File: config.mk
export PLATFORM = sky130hd
export DESIGN_NAME = lcd_refresh_ctrl
export DESIGN_NICKNAME = d
export VERILOG_FILES = /design/src/rtl/lcd_pkg.sv /design/src/rtl/lcd_write_timer.sv /design/src/rtl/lcd_refresh_ctrl.sv
export SDC_FILE = /design/constraint.sdc
export NUM_CORES = 1
export LEC_CHECK = 0
export BUFFER_PORTS_ARGS = -buffer_cell sky130_fd_sc_hd__buf_2
export CAP_MARGIN = 20
export CORE_MARGIN = 3
export CORE_UTILIZATION = 23
export CTS_CLUSTER_DIAMETER = 120
export DETAILED_ROUTE_END_ITERATION = 8
export GPL_TIMING_DRIVEN = 0
export PLACE_DENSITY = 0.47
export SYNTH_ARGS = -nofsm -noshare
export SYNTH_HDL_FRONTEND = slang
export SYNTH_SLANG_ARGS = --single-unit
File: constraint.sdc
create_clock -name clk -period 3 [get_ports clk]
set_clock_uncertainty 0.2 [all_clocks]
set_input_delay 0 -clock clk [delete_from_list [all_inputs] [get_ports clk]]
set_output_delay 0 -clock clk [all_outputs]
set_load 0.1 [all_outputs]
File: src/rtl/lcd_pkg.sv
// rtl/lcd_pkg.sv - states, LCD command bytes and sizing helpers for the refresh controller
package lcd_pkg;

  typedef enum logic [3:0] {
    PWRUP, INIT_SETUP, INIT_E, INIT_WAIT, IDLE,
    ADDR_SETUP, ADDR_E, ADDR_WAIT, FETCH,
    DATA_SETUP, DATA_E, DATA_WAIT
  } lcd_state_e;

  typedef enum logic [1:0] {
    WR_IDLE, WR_E, WR_WAIT
  } wr_phase_e;

  localparam logic [7:0] LCD_FUNC_SET = 8'h38;
  localparam logic [7:0] LCD_DISP_ON  = 8'h0C;
  localparam logic [7:0] LCD_CLEAR    = 8'h01;
  localparam logic [7:0] LCD_ENTRY    = 8'h06;
  localparam logic [7:0] LCD_LINE1    = 8'h80;
  localparam logic [7:0] LCD_LINE2    = 8'hC0;

  localparam int LCD_CHARS = 32;
  localparam logic [4:0] LAST_IDX   = 5'(LCD_CHARS - 1);
  localparam logic [4:0] LINE1_LAST = 5'(LCD_CHARS / 2 - 1);
  localparam logic [4:0] LINE2_IDX  = 5'(LCD_CHARS / 2);

  // Power-up command sequence, one byte per init step.
  function automatic logic [7:0] init_cmd(input logic [1:0] step);
    case (step)
      2'd0:    return LCD_FUNC_SET;
      2'd1:    return LCD_DISP_ON;
      2'd2:    return LCD_CLEAR;
      default: return LCD_ENTRY;
    endcase
  endfunction

  // Counter width able to hold the largest of the wait parameters.
  function automatic int cnt_width(input int a, input int b, input int c, input int d, input int e);
    int m;
    m = a;
    if (b > m) m = b;
    if (c > m) m = c;
    if (d > m) m = d;
    if (e > m) m = e;
    return $clog2(m + 1);
  endfunction

endpackage

File: src/rtl/lcd_write_timer.sv
// rtl/lcd_write_timer.sv - E-strobe and post-write wait sequencer shared by command and data writes
// Ports:
//   clk, rst_n   clock, asynchronous active-low reset
//   start        one-cycle request issued from a SETUP state
//   is_clear     selects the long post-write wait (clear command)
//   lcd_e        enable strobe, high for E_PULSE_CYC clocks
//   done         high in the last wait cycle; the caller leaves its WAIT state on it
module lcd_write_timer
  import lcd_pkg::*;
#(
  parameter int E_PULSE_CYC  = 25,
  parameter int CMD_WAIT_CYC = 2_500,
  parameter int CLR_WAIT_CYC = 100_000,
  parameter int CW           = 17
) (
  input  logic clk,
  input  logic rst_n,
  input  logic start,
  input  logic is_clear,
  output logic lcd_e,
  output logic done
);

  wr_phase_e       phase_q, phase_d;
  logic [CW-1:0]   cnt_q, cnt_d;
  logic            clr_q, clr_d;
  logic [CW-1:0]   wait_last;

  always_ff @(posedge clk or negedge rst_n) begin
    if (!rst_n) begin
      phase_q <= WR_IDLE;
      cnt_q   <= '0;
      clr_q   <= 1'b0;
    end else begin
      phase_q <= phase_d;
      cnt_q   <= cnt_d;
      clr_q   <= clr_d;
    end
  end

  always_comb begin
    phase_d   = phase_q;
    cnt_d     = cnt_q;
    clr_d     = clr_q;
    done      = 1'b0;
    wait_last = clr_q ? CW'(CLR_WAIT_CYC - 1) : CW'(CMD_WAIT_CYC - 1);
    case (phase_q)
      WR_IDLE: if (start) begin
        phase_d = WR_E;
        cnt_d   = '0;
        clr_d   = is_clear;
      end
      WR_E: if (cnt_q == CW'(E_PULSE_CYC - 1)) begin
        phase_d = WR_WAIT;
        cnt_d   = '0;
      end else begin
        cnt_d = cnt_q + CW'(1);
      end
      WR_WAIT: if (cnt_q == wait_last) begin
        done    = 1'b1;
        phase_d = WR_IDLE;
        cnt_d   = '0;
      end else begin
        cnt_d = cnt_q + CW'(1);
      end
      default: phase_d = WR_IDLE;
    endcase
  end

  // Decoded straight from the phase flop so reset removes the strobe at once.
  assign lcd_e = (phase_q == WR_E);

endmodule

File: src/rtl/lcd_refresh_ctrl.sv
// rtl/lcd_refresh_ctrl.sv - HD44780 power-up init and 2x16 frame refresh sequencer
// Ports:
//   clk, rst     clock, asynchronous active-low reset
//   refresh      frame request pulse
//   char_in      ASCII byte for the current index (registered by the mode block)
//   index        character position 0..31 being requested
//   lcd_rs/rw/e  LCD control pins (rw tied low)
//   lcd_data     LCD data bus
//   init_done    init sequence complete
//   busy         frame in progress
//   frame_done   one-cycle pulse after the last character's wait
module lcd_refresh_ctrl
  import lcd_pkg::*;
#(
  parameter int PWRUP_CYC    = 2_000_000,
  parameter int E_PULSE_CYC  = 25,
  parameter int CMD_WAIT_CYC = 2_500,
  parameter int CLR_WAIT_CYC = 100_000,
  parameter int FETCH_CYC    = 2
) (
  input  logic       clk,
  input  logic       rst,
  input  logic       refresh,
  input  logic [7:0] char_in,
  output logic [4:0] index,
  output logic       lcd_rs,
  output logic       lcd_rw,
  output logic       lcd_e,
  output logic [7:0] lcd_data,
  output logic       init_done,
  output logic       busy,
  output logic       frame_done
);

  localparam int CW = cnt_width(PWRUP_CYC, E_PULSE_CYC, CMD_WAIT_CYC, CLR_WAIT_CYC, FETCH_CYC);

  lcd_state_e    state_q, state_d;
  logic [CW-1:0] cnt_q, cnt_d;
  logic [1:0]    step_q, step_d;
  logic [4:0]    index_q, index_d;
  logic          rs_q, rs_d;
  logic [7:0]    data_q, data_d;
  logic          init_done_q, init_done_d;
  logic          busy_q, busy_d;
  logic          frame_done_q, frame_done_d;
  logic          pending_q, pending_d;

  logic wr_start, wr_is_clear, wr_e, wr_done;
  logic pwrup_last, fetch_last, go;

  assign wr_start    = (state_q == INIT_SETUP) || (state_q == ADDR_SETUP) || (state_q == DATA_SETUP);
  assign wr_is_clear = (state_q == INIT_SETUP) && (init_cmd(step_q) == LCD_CLEAR);
  assign pwrup_last  = (cnt_q == CW'(PWRUP_CYC - 1));
  assign fetch_last  = (cnt_q == CW'(FETCH_CYC - 1));
  assign go          = (state_q == IDLE) && (refresh || pending_q);

  lcd_write_timer #(
    .E_PULSE_CYC  (E_PULSE_CYC),
    .CMD_WAIT_CYC (CMD_WAIT_CYC),
    .CLR_WAIT_CYC (CLR_WAIT_CYC),
    .CW           (CW)
  ) u_timer (
    .clk      (clk),
    .rst_n    (rst),
    .start    (wr_start),
    .is_clear (wr_is_clear),
    .lcd_e    (wr_e),
    .done     (wr_done)
  );

  always_ff @(posedge clk or negedge rst) begin
    if (!rst) begin
      state_q      <= PWRUP;
      cnt_q        <= '0;
      step_q       <= 2'd0;
      index_q      <= 5'd0;
      rs_q         <= 1'b0;
      data_q       <= 8'h00;
      init_done_q  <= 1'b0;
      busy_q       <= 1'b0;
      frame_done_q <= 1'b0;
      pending_q    <= 1'b0;
    end else begin
      state_q      <= state_d;
      cnt_q        <= cnt_d;
      step_q       <= step_d;
      index_q      <= index_d;
      rs_q         <= rs_d;
      data_q       <= data_d;
      init_done_q  <= init_done_d;
      busy_q       <= busy_d;
      frame_done_q <= frame_done_d;
      pending_q    <= pending_d;
    end
  end

  // E and WAIT states are handled together: the state label trails the
  // timer's strobe by a cycle, and done may arrive while still labelled E.
  always_comb begin
    state_d = state_q;
    case (state_q)
      PWRUP:      if (pwrup_last) state_d = INIT_SETUP;
      INIT_SETUP: state_d = INIT_E;
      INIT_E, INIT_WAIT: begin
        if (wr_done)    state_d = (step_q == 2'd3) ? IDLE : INIT_SETUP;
        else if (!wr_e) state_d = INIT_WAIT;
      end
      IDLE:       if (go) state_d = ADDR_SETUP;
      ADDR_SETUP: state_d = ADDR_E;
      ADDR_E, ADDR_WAIT: begin
        if (wr_done)    state_d = FETCH;
        else if (!wr_e) state_d = ADDR_WAIT;
      end
      FETCH:      if (fetch_last) state_d = DATA_SETUP;
      DATA_SETUP: state_d = DATA_E;
      DATA_E, DATA_WAIT: begin
        if (wr_done) begin
          if (index_q == LAST_IDX)        state_d = IDLE;
          else if (index_q == LINE1_LAST) state_d = ADDR_SETUP;
          else                            state_d = FETCH;
        end else if (!wr_e) begin
          state_d = DATA_WAIT;
        end
      end
      default:    state_d = PWRUP;
    endcase
  end

  // Bus values are loaded on the edge that enters a SETUP state, so they
  // are settled before the strobe and held until the next write.
  always_comb begin
    cnt_d        = cnt_q;
    step_d       = step_q;
    index_d      = index_q;
    rs_d         = rs_q;
    data_d       = data_q;
    init_done_d  = init_done_q;
    busy_d       = busy_q;
    frame_done_d = 1'b0;
    pending_d    = pending_q;
    if (refresh && (busy_q || !init_done_q)) pending_d = 1'b1;
    case (state_q)
      PWRUP: begin
        if (pwrup_last) begin
          cnt_d  = '0;
          step_d = 2'd0;
          rs_d   = 1'b0;
          data_d = init_cmd(2'd0);
        end else begin
          cnt_d = cnt_q + CW'(1);
        end
      end
      INIT_E, INIT_WAIT: begin
        if (wr_done) begin
          if (step_q == 2'd3) begin
            init_done_d = 1'b1;
          end else begin
            step_d = step_q + 2'd1;
            data_d = init_cmd(step_q + 2'd1);
          end
        end
      end
      IDLE: begin
        if (go) begin
          pending_d = 1'b0;
          index_d   = 5'd0;
          busy_d    = 1'b1;
          rs_d      = 1'b0;
          data_d    = LCD_LINE1;
        end
      end
      FETCH: begin
        if (fetch_last) begin
          cnt_d  = '0;
          rs_d   = 1'b1;
          data_d = char_in;
        end else begin
          cnt_d = cnt_q + CW'(1);
        end
      end
      DATA_E, DATA_WAIT: begin
        if (wr_done) begin
          if (index_q == LAST_IDX) begin
            frame_done_d = 1'b1;
            busy_d       = 1'b0;
            index_d      = 5'd0;
          end else if (index_q == LINE1_LAST) begin
            index_d = LINE2_IDX;
            rs_d    = 1'b0;
            data_d  = LCD_LINE2;
          end else begin
            index_d = index_q + 5'd1;
          end
        end
      end
      default: ;
    endcase
  end

  assign index      = index_q;
  assign lcd_rs     = rs_q;
  assign lcd_rw     = 1'b0;
  assign lcd_e      = wr_e;
  assign lcd_data   = data_q;
  assign init_done  = init_done_q;
  assign busy       = busy_q;
  assign frame_done = frame_done_q;

endmodule

Yosys cells after proc, flatten, opt, wreduce, memory -nomap -nowiden
Cells that the tools add are included.
Operators by class
  multiplexer cells: 64
  bitwise gates (word level): 0
  eq/ne operators: 40
  divide/modulo/power cells: 0
  magnitude comparators: 0
  $add $sub $neg: 4
  reductions and logical operators: 31
  $mul: 0
  shift operators: 0
Operators with widths (number)
  $mux 21: 5
  $mux 8: 8
  $pmux 21 s3: 1
  $mux 4: 11
  $add 21x1->21 const B: 2
  $pmux 21 s2: 1
  $pmux 8 s5: 1
  $pmux 4 s9: 1
  $pmux 6 s3: 2
  $eq 21x1->1 const B: 1
  $eq 21x21->1: 1
  $eq 21x21->1 const B: 1
  $eq 21x5->1 const B: 1
  $mux 5: 4
  $mux 1: 17
  $mux 17: 1
  $eq 4x3->1 const B: 4
  $eq 4x4->1 const B: 4
  $ne 2x2->1 const B: 7
  $mux 2: 6
  $ne 2x1->1 const B: 5
  $pmux 5 s2: 1
  $ne 3x2->1 const B: 3
  $reduce_and 3->1: 3
  other kinds (29): 48
Storage, ports and cells
  latch bits: 0
  output and inout port bits: 19
  logic and storage cells: 152
  memories kept: 0
  bits in registers: 69
  memory bits (writable): 0
  bits in read-only memories: 0

Logic depth before layout (Yosys ltp)
Gate-level depths: netlist of run 1.
  word-level depth: 6
  gate-level depth with buffers: 9
  depth with buffers taken out: 8

By module
From an unflattened synthesis of run 1, not the netlist that was laid out.
Unflattened totals
  cells, all modules: 439
  area total of the unflattened synthesis: 4155.2 um2
Modules (own cells, without submodules)
  lcd_refresh_ctrl: times used 1, area an instance 2593.7 um2, cells an instance 265
  lcd_write_timer: times used 1, area an instance 1561.5 um2, cells an instance 174

Worst setup path after synthesis of run 1
Ideal clock, no wire load.
  kind: register -> register
  start point: register index_q[0], in the netlist index[0]
  end point: register data_q[0], in the netlist lcd_data[0]
  path buffers: 0
  setup time: 0.125 ns
  arrival time: 2.462 ns
  setup slack: 0.212 ns
  stages on the path, launching flop included: 8
  cell sequence: dfrtp_1 ha_1 and3_1 ha_1 inv_1 a31oi_1 a211oi_4 mux2_2
On the way
  longest elaborated chain between the ends: 3
  elaborated cells between the ends (all ways): 5
RTL lines
  start: declaration: RTL line lcd_refresh_ctrl.sv:40  | logic [4:0] index_q, index_d;
  start signal: assignment: RTL line lcd_refresh_ctrl.sv:87  | index_q <= index_d;
  $eq 5x4->1 / $eq 5x5->1 (equally long branches): RTL line lcd_refresh_ctrl.sv:187, lcd_refresh_ctrl.sv:183
  $ne 2x2->1 (no source line)
  $reduce_and 9->1 (no source line) *
  end signal: assignment: RTL line lcd_refresh_ctrl.sv:89  | data_q <= data_d;
  end: declaration: RTL line lcd_refresh_ctrl.sv:42  | logic [7:0] data_q, data_d;
Every way passes the cells marked *; elsewhere a longest branch is shown, timed or not.
A chain may end at the register's enable or synchronous reset.

Worst setup path after layout of run 1
  start point: register u_timer.cnt_q[5]
  end point: register data_q[1], in the netlist lcd_data[1]
On the way
  longest elaborated chain between the ends: 5
  elaborated cells between the ends (all ways): 6
RTL lines
  start: declaration: RTL line lcd_write_timer.sv:25  | logic [CW-1:0] cnt_q, cnt_d;
  start signal: assignment: RTL line lcd_write_timer.sv:36  | cnt_q <= cnt_d;
  $eq 21x21->1 *: RTL line lcd_write_timer.sv:59  | WR_WAIT: if (cnt_q == wait_last) begin
  $mux 1 *: RTL line lcd_write_timer.sv:59
  $mux 1 *: RTL line lcd_write_timer.sv:47  | case (phase_q)
  $ne 2x1->1 (no source line)
  $reduce_and 9->1 (no source line) *
Marked as above.

==> results of run 1 <==
area by class of cell:
type                            instances  area share
Buffer                                 15      0.0126
Clock buffer                           10      0.0489
Clock inverter                          6     0.00948
Inverter                               18      0.0138
Multi-Input combinational cell        325       0.447
Sequential cell                        69       0.353
Tap cell                              220      0.0564
Timing Repair Buffer                   40      0.0584
layer usage:
layer  routed length (um)  vias to the layer above  global-route usage
met2                 5170                       63               0.191
met3                  441                       14              0.0343
met5                    0                        -                   0
li1                     -                     1647                   -
met4                  172                        0              0.0423
met1                 4710                     1669               0.150
stage by stage:
stage,setup WS (ns),cell area [sq um]
final,0.0951,4880
after floorplan,0.212,3990
after global placement,-0.342,4400
after detailed placement,-0.351,4430
after CTS,0.0409,4850
after global routing,0.00800,4880
repair_timing:
action	CTS	global route
hold buffers	8	0
endpoints found under the setup margin	18	17
pin swaps	1	1
setup buffers	2	1
hold endpoints to repair	75	0
resized for setup	5	4
cells in the mapped netlist (3+ instances only):
cell type | n | share of area
nand4_1 | 14 | 0.022
a22o_1 | 3 | 0.0066
a21oi_1 | 12 | 0.015
nand2b_1 | 8 | 0.013
and4_1 | 6 | 0.013
o31ai_1 | 4 | 0.0075
o22ai_1 | 4 | 0.0063
nand3b_1 | 5 | 0.0094
xnor2_1 | 21 | 0.046
dfrtp_1 | 69 | 0.43
inv_1 | 18 | 0.017
mux2_2 | 9 | 0.025
nor4_1 | 5 | 0.0078
o21ai_0 | 19 | 0.024
clkbuf_1 | 14 | 0.013
nor2_1 | 48 | 0.045
nor3_1 | 9 | 0.011
nand3_1 | 26 | 0.033
nor4b_1 | 3 | 0.0066
nand2_1 | 31 | 0.029
a31oi_1 | 9 | 0.014
xor2_1 | 9 | 0.020
ha_1 | 15 | 0.047
and3_1 | 15 | 0.024
nor2b_1 | 7 | 0.011
flip-flops by register name, indices dropped and copies added, names as in the netlist:
name / count
u_timer.clr_q: 1
index: 5
cnt_q: 21
state_q: 4
busy: 1
step_q: 2
init_done: 1
frame_done: 1
u_timer.cnt_q: 21
pending_q: 1
lcd_rs: 1
lcd_data: 8
u_timer.phase_q: 2
logic make-up (layout without fill, tap and decap cells):
logic type / after synthesis / in the layout
AND/OR/NAND/NOR: 192 / 192
AO/OA/AOI/OAI: 76 / 76
flip-flops: 69 / 69
buffers and inverters: 33 / 89
XOR/XNOR: 30 / 30
adder cells (fa/ha/maj): 15 / 15
multiplexers: 11 / 11
other: 1 / 1
final timing paths:
path                                  startpoint                to  slack, ns  depth (start not counted)
worst min-delay path                         rst  u_timer.cnt_q[5]     -0.007                          3
worst min register to register       lcd_data[3]       lcd_data[3]       0.30                          1
worst max-delay path            u_timer.cnt_q[5]       lcd_data[1]        0.1                          8
max in group asynchronous                    rst       lcd_data[1]       1.34                          3
min in group clk                      char_in[4]       lcd_data[4]       0.04                          6
worst max register to register  u_timer.cnt_q[5]       lcd_data[1]        0.1                          8
power breakdown:
| group | internal [uW] | total [uW] | switching, uW |
|---|---|---|---|
| registers | 931 | 931 | 0.0000000000000451 |
| logic | 17.2 | 46.5 | 29.3 |
| clock network | 587 | 1010 | 426 |
critical path, stage by stage, from the launching register on:
cell and delay, ns:
dfrtp_1 0.45, nor4_2 0.41, nand4_1 0.15, buf_4 0.19, a211oi_4 0.35, a31oi_1 0.24
a211oi_4 0.31, buf_12 0.16, mux2_2 0.33
==> flow_summary.yaml, run 1 <==
placed_design:
  place.gp.congestion: 0.791
  dpl.cell_count: 676
  io_buffers: 28
  place_hpwl_um: 7620
power_and_ir_drop:
  powerDensity_nw_per_um2: 407
  max-vdd-ir-drop_uv: 243
  total_power_uw: 1990
  p_leak_uw: 0.00210
run_status:
  status: "finished, violations left"
  violations: "negative hold slack"
die:
  fp.dieW_um: 138
  design.core.area_sq_um: 16800
  die_area_sq_um: 19000
  initial_utilization: 0.238
  die_h_um: 138
  io_pins: 30
  rows: 47
clock_network:
  cts.reportedPaths.clkPinSlew_ns: 0.06
  cts_made_buffers: 9
  insertion_delay_ns: 0.34
  cts_root_buf: "clkbuf_16"
  clock_sinks: 69
  cts_tree: "built"
  htree_levels: 3
  ctsLongestPathBuffers: 2
logic_synthesis:
  synth_fa_ha_area_frac: 0.0471
  post_synth_xor_area_fraction: 0.0659
  ys_ff_latch: 69
  yosysSeqAreaShare: 0.433
  synth_nets: 453
  syn_inst: 427
  synthesis.area_sq_um: 3990
  synthMuxAreaShare: 0.0304
  synth_top_family_by_area: "simple AND/OR/NAND/NOR gates"
  synth_edf_count: 0
  yosys_warnings: 0
  async_flop_share: 1.00
  yosysUniqueCellTypes: 58
  synth_simple_gate_area_frac: 0.255
  synthFlopType: "dfrtp_1"
  avgSynthCellArea_sq_um: 9.34
  synth_compound_area_frac: 0.136
timing:
  slew_headroom: 0.407
  worst_pin_slew_ns: 0.887
  hold_slack_ns: -0.00745
  period_share: 0.968
  finalSetupViolations: 0
  fmax_mhz: 344
  rsz0062_at_grt: "no"
  hold_viol_final: 5
  setup_tns_ns: 0
  fin_crit_ns: 2.90
  drv_slew: 0
drt:
  via_count: 3393
  routed_wl_um: 10500
  drc: 0
  drtIter0Drc: 220
  ant_nets: 0
  viasPerCell: 4.83
  wl_per_cell_um: 14.9
  firstDrtPassIters: 4
global_route:
  grt_use_total: 0.118
  grt_pass1_vias: 3424
  antenna_found_initial: 0
  grt_max_degree: 51
  grt_overflow: 0
  grt_pass1_wl_um: 17500
run:
  drv_cap: 0
final_layout:
  fin_util: 0.291
  final_common_cell: "dfrtp_1"
  antenna_cells: 0
  final_net_count: 504
  area_delta_synth_final_pct: 22.5
  fill_cells: 1770
  drive_gt1_frac: 0.159
  multi_input_area_sq_um: 2180
  ff_latch_area_sq_um: 1730
  fin_cells: 703
  mostFrequentLayoutCells: "69 x dfrtp_1, 48 x nor2_1, 31 x nand2_1, 27 x buf_2, 26 x nand3_1"
setup_path:
  worstSetupPathType: "register to register"
  end_kind: "register"
  worstPathRequired_ns: 3.02
  worst_ep_arrival_time_ns: 2.93
  worstPathMaxFanout: 7
  cp-start-kind: "register"
worst_hold_path:
  min_path_type: "input pin to async pin"
No activity file was read; power rests on OpenSTA's default activity.
==> inputs of run 2 (changes only) <==
- PLACE_DENSITY: 0.47 -> 0.48
- clock period: 3 -> 2.5 ns (I/O delays scaled with it)
==> flow_summary.yaml, run 2 (same netlist as run 1, synthesis figures left out) <==
run_status:
  status: "finished, violations left"
  violations: "negative setup slack"
drt:
  drc: 0
  ant_nets: 0
  via_count: 3434
  drtIter0Drc: 202
  wl_per_cell_um: 14.8
  viasPerCell: 4.81
  firstDrtPassIters: 5
  routed_wl_um: 10600
die:
  initial_utilization: 0.238
  die_area_sq_um: 19000
  design.core.area_sq_um: 16800
  io_pins: 30
  fp.dieW_um: 138
  rows: 47
  die_h_um: 138
final_layout:
  postLayoutCellArea_sq_um: 5310
  mostFrequentLayoutCells: "62 x dfrtp_1, 42 x nor2_1, 29 x nand2_1, 27 x buf_2, 24 x nand3_1"
  area_delta_synth_final_pct: 33.0
  final_common_cell: "dfrtp_1"
  fin_util: 0.317
  final_net_count: 515
  drive_gt1_frac: 0.255
  fin_cells: 714
  antenna_cells: 0
power_and_ir_drop:
  max-vdd-ir-drop_uv: 234
  powerDensity_nw_per_um2: 507
  p_leak_uw: 0.00226
  clkPwrFrac: 0.565
  p_sw_frac: 0.194
  p_int_uw: 2170
  power_frac_comb: 0.020
  switchingPower_uw: 522
  seqPwrFrac: 0.415
timing:
  slew_headroom: 0.433
  fin_crit_ns: 2.58
  post-route-worst-setup-slack_ns: -0.0827
  rsz0062_at_grt: "yes"
  worst_pin_slew_ns: 0.847
  drv_slew: 0
  period_share: 1.03
  setup_tns_ns: -0.468
  fmax_mhz: 387
  finalSetupViolations: 7
  hold_viol_final: 0
  hold_slack_ns: 0.00997
worst_hold_path:
  min_path_type: "input pin to register"
clock_network:
  cts.reportedPaths.clkPinSlew_ns: 0.06
  cts_made_buffers: 9
  ctsLongestPathBuffers: 2
  htree_levels: 3
  cts_root_buf: "clkbuf_16"
  cts_tree: "built"
  insertion_delay_ns: 0.33
  clock_sinks: 69
placed_design:
  place_hpwl_um: 7390
  dpl.cell_count: 676
  dpl-instance-area_sq_um: 4470
  io_buffers: 28
  place.gp.congestion: 0.802
setup_path:
  worstPathRequired_ns: 2.52
  worstPathMaxFanout: 6
  end_kind: "register"
  worstSetupPathType: "register to register"
  cp-start-kind: "register"
  worst_ep_arrival_time_ns: 2.60
  path_cells: "nor4_4 > nand4_1 > buf_4 > a211oi_2 > inv_1 > a211oi_4 > buf_6 > mux2_4"
  crit_slowest_cell: "dfrtp_1"
  critical-path-max-stage-delay_ns: 0.46
global_route:
  grt_pass1_vias: 3382
  grt_pass1_wl_um: 17300
  grt_use_total: 0.114
  grt_overflow: 0
  grt_max_degree: 52
  antenna_found_initial: 0
run:
  drv_cap: 0
[run 2: worst paths after layout]
kind | startpoint | end | slack, ns | depth (start not counted)
max reg2reg | u_timer.cnt_q[5] | lcd_data[3] | -0.08 | 8
min in group asynchronous | rst | u_timer.clr_q | 0.03 | 3
min | char_in[7] | lcd_data[7] | 0.01 | 5
max | u_timer.cnt_q[5] | lcd_data[3] | -0.08 | 8
max in group asynchronous | rst | index[3] | 0.80 | 3
min reg2reg | busy | busy | 0.31 | 1
[run 2: critical path: cells and delay by family, from the launching register on]
kind,cells,cell delay (ns)
multiplexers,1,0.30
flip-flops,1,0.46
buffers and inverters,3,0.50
AO/OA/AOI/OAI,2,0.55
AND/OR/NAND/NOR,2,0.46
[run 2: layout make-up]
type	count	area, sq um
Clock buffer	11	253
Multi-Input combinational cell	325	2430
Tap cell	220	275
Inverter	18	67.6
Sequential cell	69	1740
Fill cell	1697	11500
Timing Repair Buffer	53	375
Clock inverter	5	106
Buffer	13	61.3
[run 2: layer usage]
layer,vias to the layer above,wire (um),share of wire,track usage
met2,63,5210,0.49,0.192
met4,0,133,0.013,0.0362
met1,1690,4900,0.46,0.147
met5,-,0,0,0
met3,8,336,0.032,0.0237
li1,1673,-,-,-
[run 2: repair_timing]
| item | CTS | global route |
|---|---|---|
| endpoints found under the hold margin | 75 | 0 |
| resized for setup | 37 | 27 |
| pin swaps | 8 | 4 |
| hold buffers | 7 | 0 |
| buffers inserted | 12 | 5 |
| setup endpoints to repair | 45 | 39 |
[run 2: stage by stage]
step                      total power [uW]  setup WS, ns
after detailed placement              1190        -0.715
after global routing                  2780        -0.174
after global placement                1180        -0.695
after CTS                             2720       -0.0855
final                                 2690       -0.0827
after floorplan                       1150       -0.0287
[run 2: power by group through the flow]
stage	sequential, uW	combinational (uW)	clock [uW]
2_1_floorplan	1140	9.18	0
3_3_place_gp	1140	41.2	0
3_5_place_dp	1140	47.8	0
4_1_cts	1120	56.8	1550
5_1_grt	1120	61.1	1600
6_report	1120	54.0	1520
==> inputs of run 3 (changes only) <==
- BUFFER_PORTS_ARGS: -buffer_cell sky130_fd_sc_hd__buf_2 -> not set
- CORE_ASPECT_RATIO: not set -> 1.75
- DONT_BUFFER_PORTS: not set -> 1
- PLACE_DENSITY: 0.48 -> 0.45
- clock period: 2.5 -> 2.45 ns (I/O delays scaled with it)
==> flow_summary.yaml, run 3 (same netlist as run 1, synthesis figures left out) <==
global_route:
  grt_max_degree: 70
  grt_pass1_wl_um: 18800
  grt_overflow: 0
  antenna_found_initial: 0
  grt_pass1_vias: 3577
  grt_use_total: 0.124
final_layout:
  mostFrequentLayoutCells: "60 x dfrtp_1, 42 x nor2_1, 29 x nand2_1, 24 x nand3_1, 21 x xnor2_1"
  antenna_cells: 0
  postLayoutCellArea_sq_um: 5230
  final_common_cell: "dfrtp_1"
  final_net_count: 492
  area_delta_synth_final_pct: 31.2
  fin_cells: 698
  drive_gt1_frac: 0.242
setup_path:
  cp_common_cell: "o41ai_4"
  worstReg2RegStart: "cnt_q[1]"
  path_cells: "inv_1 > ha_1 > or4b_4 > o41ai_4 > o41ai_4 > a211oi_4 > buf_12 > mux2_2"
  rrSetupSlack_ns: -0.17
  worstPathRequired_ns: 2.47
  r2r.worst_path.cells: 8
  worst_ep_arrival_time_ns: 2.63
  end_kind: "register"
  cp-start-kind: "register"
  critical-path-max-stage-delay_ns: 0.49
  critPathCapture: "lcd_data[5]"
  worstPathMaxFanout: 8
  worstSetupPathType: "register to register"
  crit_slowest_cell: "or4b_4"
  crit_path_start: "cnt_q[1]"
  r2r-end: "lcd_data[5]"
run_status:
  violations: "negative setup slack"
  status: "finished, violations left"
clock_network:
  htree_levels: 3
  insertion_delay_ns: 0.33
  cts.reportedPaths.clkPinSlew_ns: 0.06
  cts_tree: "built"
  cts_root_buf: "clkbuf_16"
  cts_made_buffers: 9
  ctsLongestPathBuffers: 2
  clock_sinks: 69
drt:
  firstDrtPassIters: 4
  wl_met1_um: 4300
  routed_wl_um: 11600
  drc: 0
  drtIter0Drc: 166
  wl_per_cell_um: 16.6
  ant_nets: 0
  wl_met3_um: 252
  viasPerCell: 4.85
  via_count: 3382
  top_layer: "met4"
  wl_met2_um: 6600
timing:
  drv_slew: 0
  rsz0062_at_grt: "yes"
  hold_viol_final: 0
  post-route-worst-setup-slack_ns: -0.166
  worst_pin_slew_ns: 0.937
  fmax_mhz: 382
  hold_slack_ns: 0.00148
  finalSetupViolations: 9
  fin_crit_ns: 2.62
  slew_headroom: 0.376
  period_share: 1.07
die:
  rows: 63
  fp.dieW_um: 106
  io_pins: 30
  die_h_um: 180
  initial_utilization: 0.235
  die_area_sq_um: 19000
  design.core.area_sq_um: 16900
power_and_ir_drop:
  p_leak_uw: 0.00212
  total_power_uw: 2570
  powerDensity_nw_per_um2: 491
  max-vdd-ir-drop_uv: 318
placed_design:
  place.gp.congestion: 0.904
  dpl.cell_count: 654
  io_buffers: 0
  place_hpwl_um: 8360
  dpl-instance-area_sq_um: 4310
run:
  drv_cap: 0
worst_hold_path:
  min_path_type: "input pin to async pin"
## run 3: metal layers
metal | vias to the layer above | GRT usage
met4 | 0 | 0.0607
met1 | 1673 | 0.123
met2 | 73 | 0.243
met3 | 22 | 0.0183
met5 | - | 0
li1 | 1614 | -
## run 3: area by class of cell
class                           count  area [sq um]
Fill cell                        1744         11700
Inverter                           18          67.6
Sequential cell                    69          1740
Timing Repair Buffer               30           280
Buffer                             13          63.8
Clock inverter                      4          72.6
Multi-Input combinational cell    325          2490
Tap cell                          227           284
Clock buffer                       12           236
## run 3: how the worst min path moves through the flow
| stage | to | cells past startpoint | start | slack, ns |
|---|---|---|---|---|
| 2_1_floorplan | busy | 0 | rst | -0.50 |
| 3_3_place_gp | index[0] | 0 | rst | -0.49 |
| 3_5_place_dp | index[1] | 0 | rst | -0.49 |
| 4_1_cts | lcd_data[4] | 5 | char_in[4] | 0.0008 |
| 5_1_grt | u_timer.cnt_q[1] | 2 | rst | 0.04 |
| 6_report | index[1] | 2 | rst | 0.001 |
## run 3: repair_timing
action,CTS,global route
resized for setup,52,26
pin swaps,12,8
buffers inserted,11,9
hold endpoints to repair,82,0
hold buffers,10,0
endpoints found under the setup margin,56,40
## run 3: critical path: cells and delay by family (launching register included)
family | cells | cell delay [ns]
adders and majority gates | 1 | 0.14
and+or+nand+nor | 1 | 0.49
buffers and inverters | 2 | 0.23
muxes | 1 | 0.33
AOI/OAI and AO/OA | 3 | 0.70
DFF | 1 | 0.40
## run 3: report_power, final
group          internal (uW)      switching (uW)  total (uW)
clock network            891                 488        1380
logic                   16.2                33.8        50.0
registers               1140  0.0000000000000722        1140
## run 3: per-stage QoR
step / utilization / setup WS [ns] / TNS [ns]
final: 0.309 / -0.166 / -1.20
after global routing: 0.309 / -0.208 / -1.57
after CTS: 0.298 / -0.132 / -0.758
after detailed placement: 0.254 / -1.05 / -23.34
after global placement: 0.254 / -0.982 / -21.57
after floorplan: - / -0.0733 / -0.396
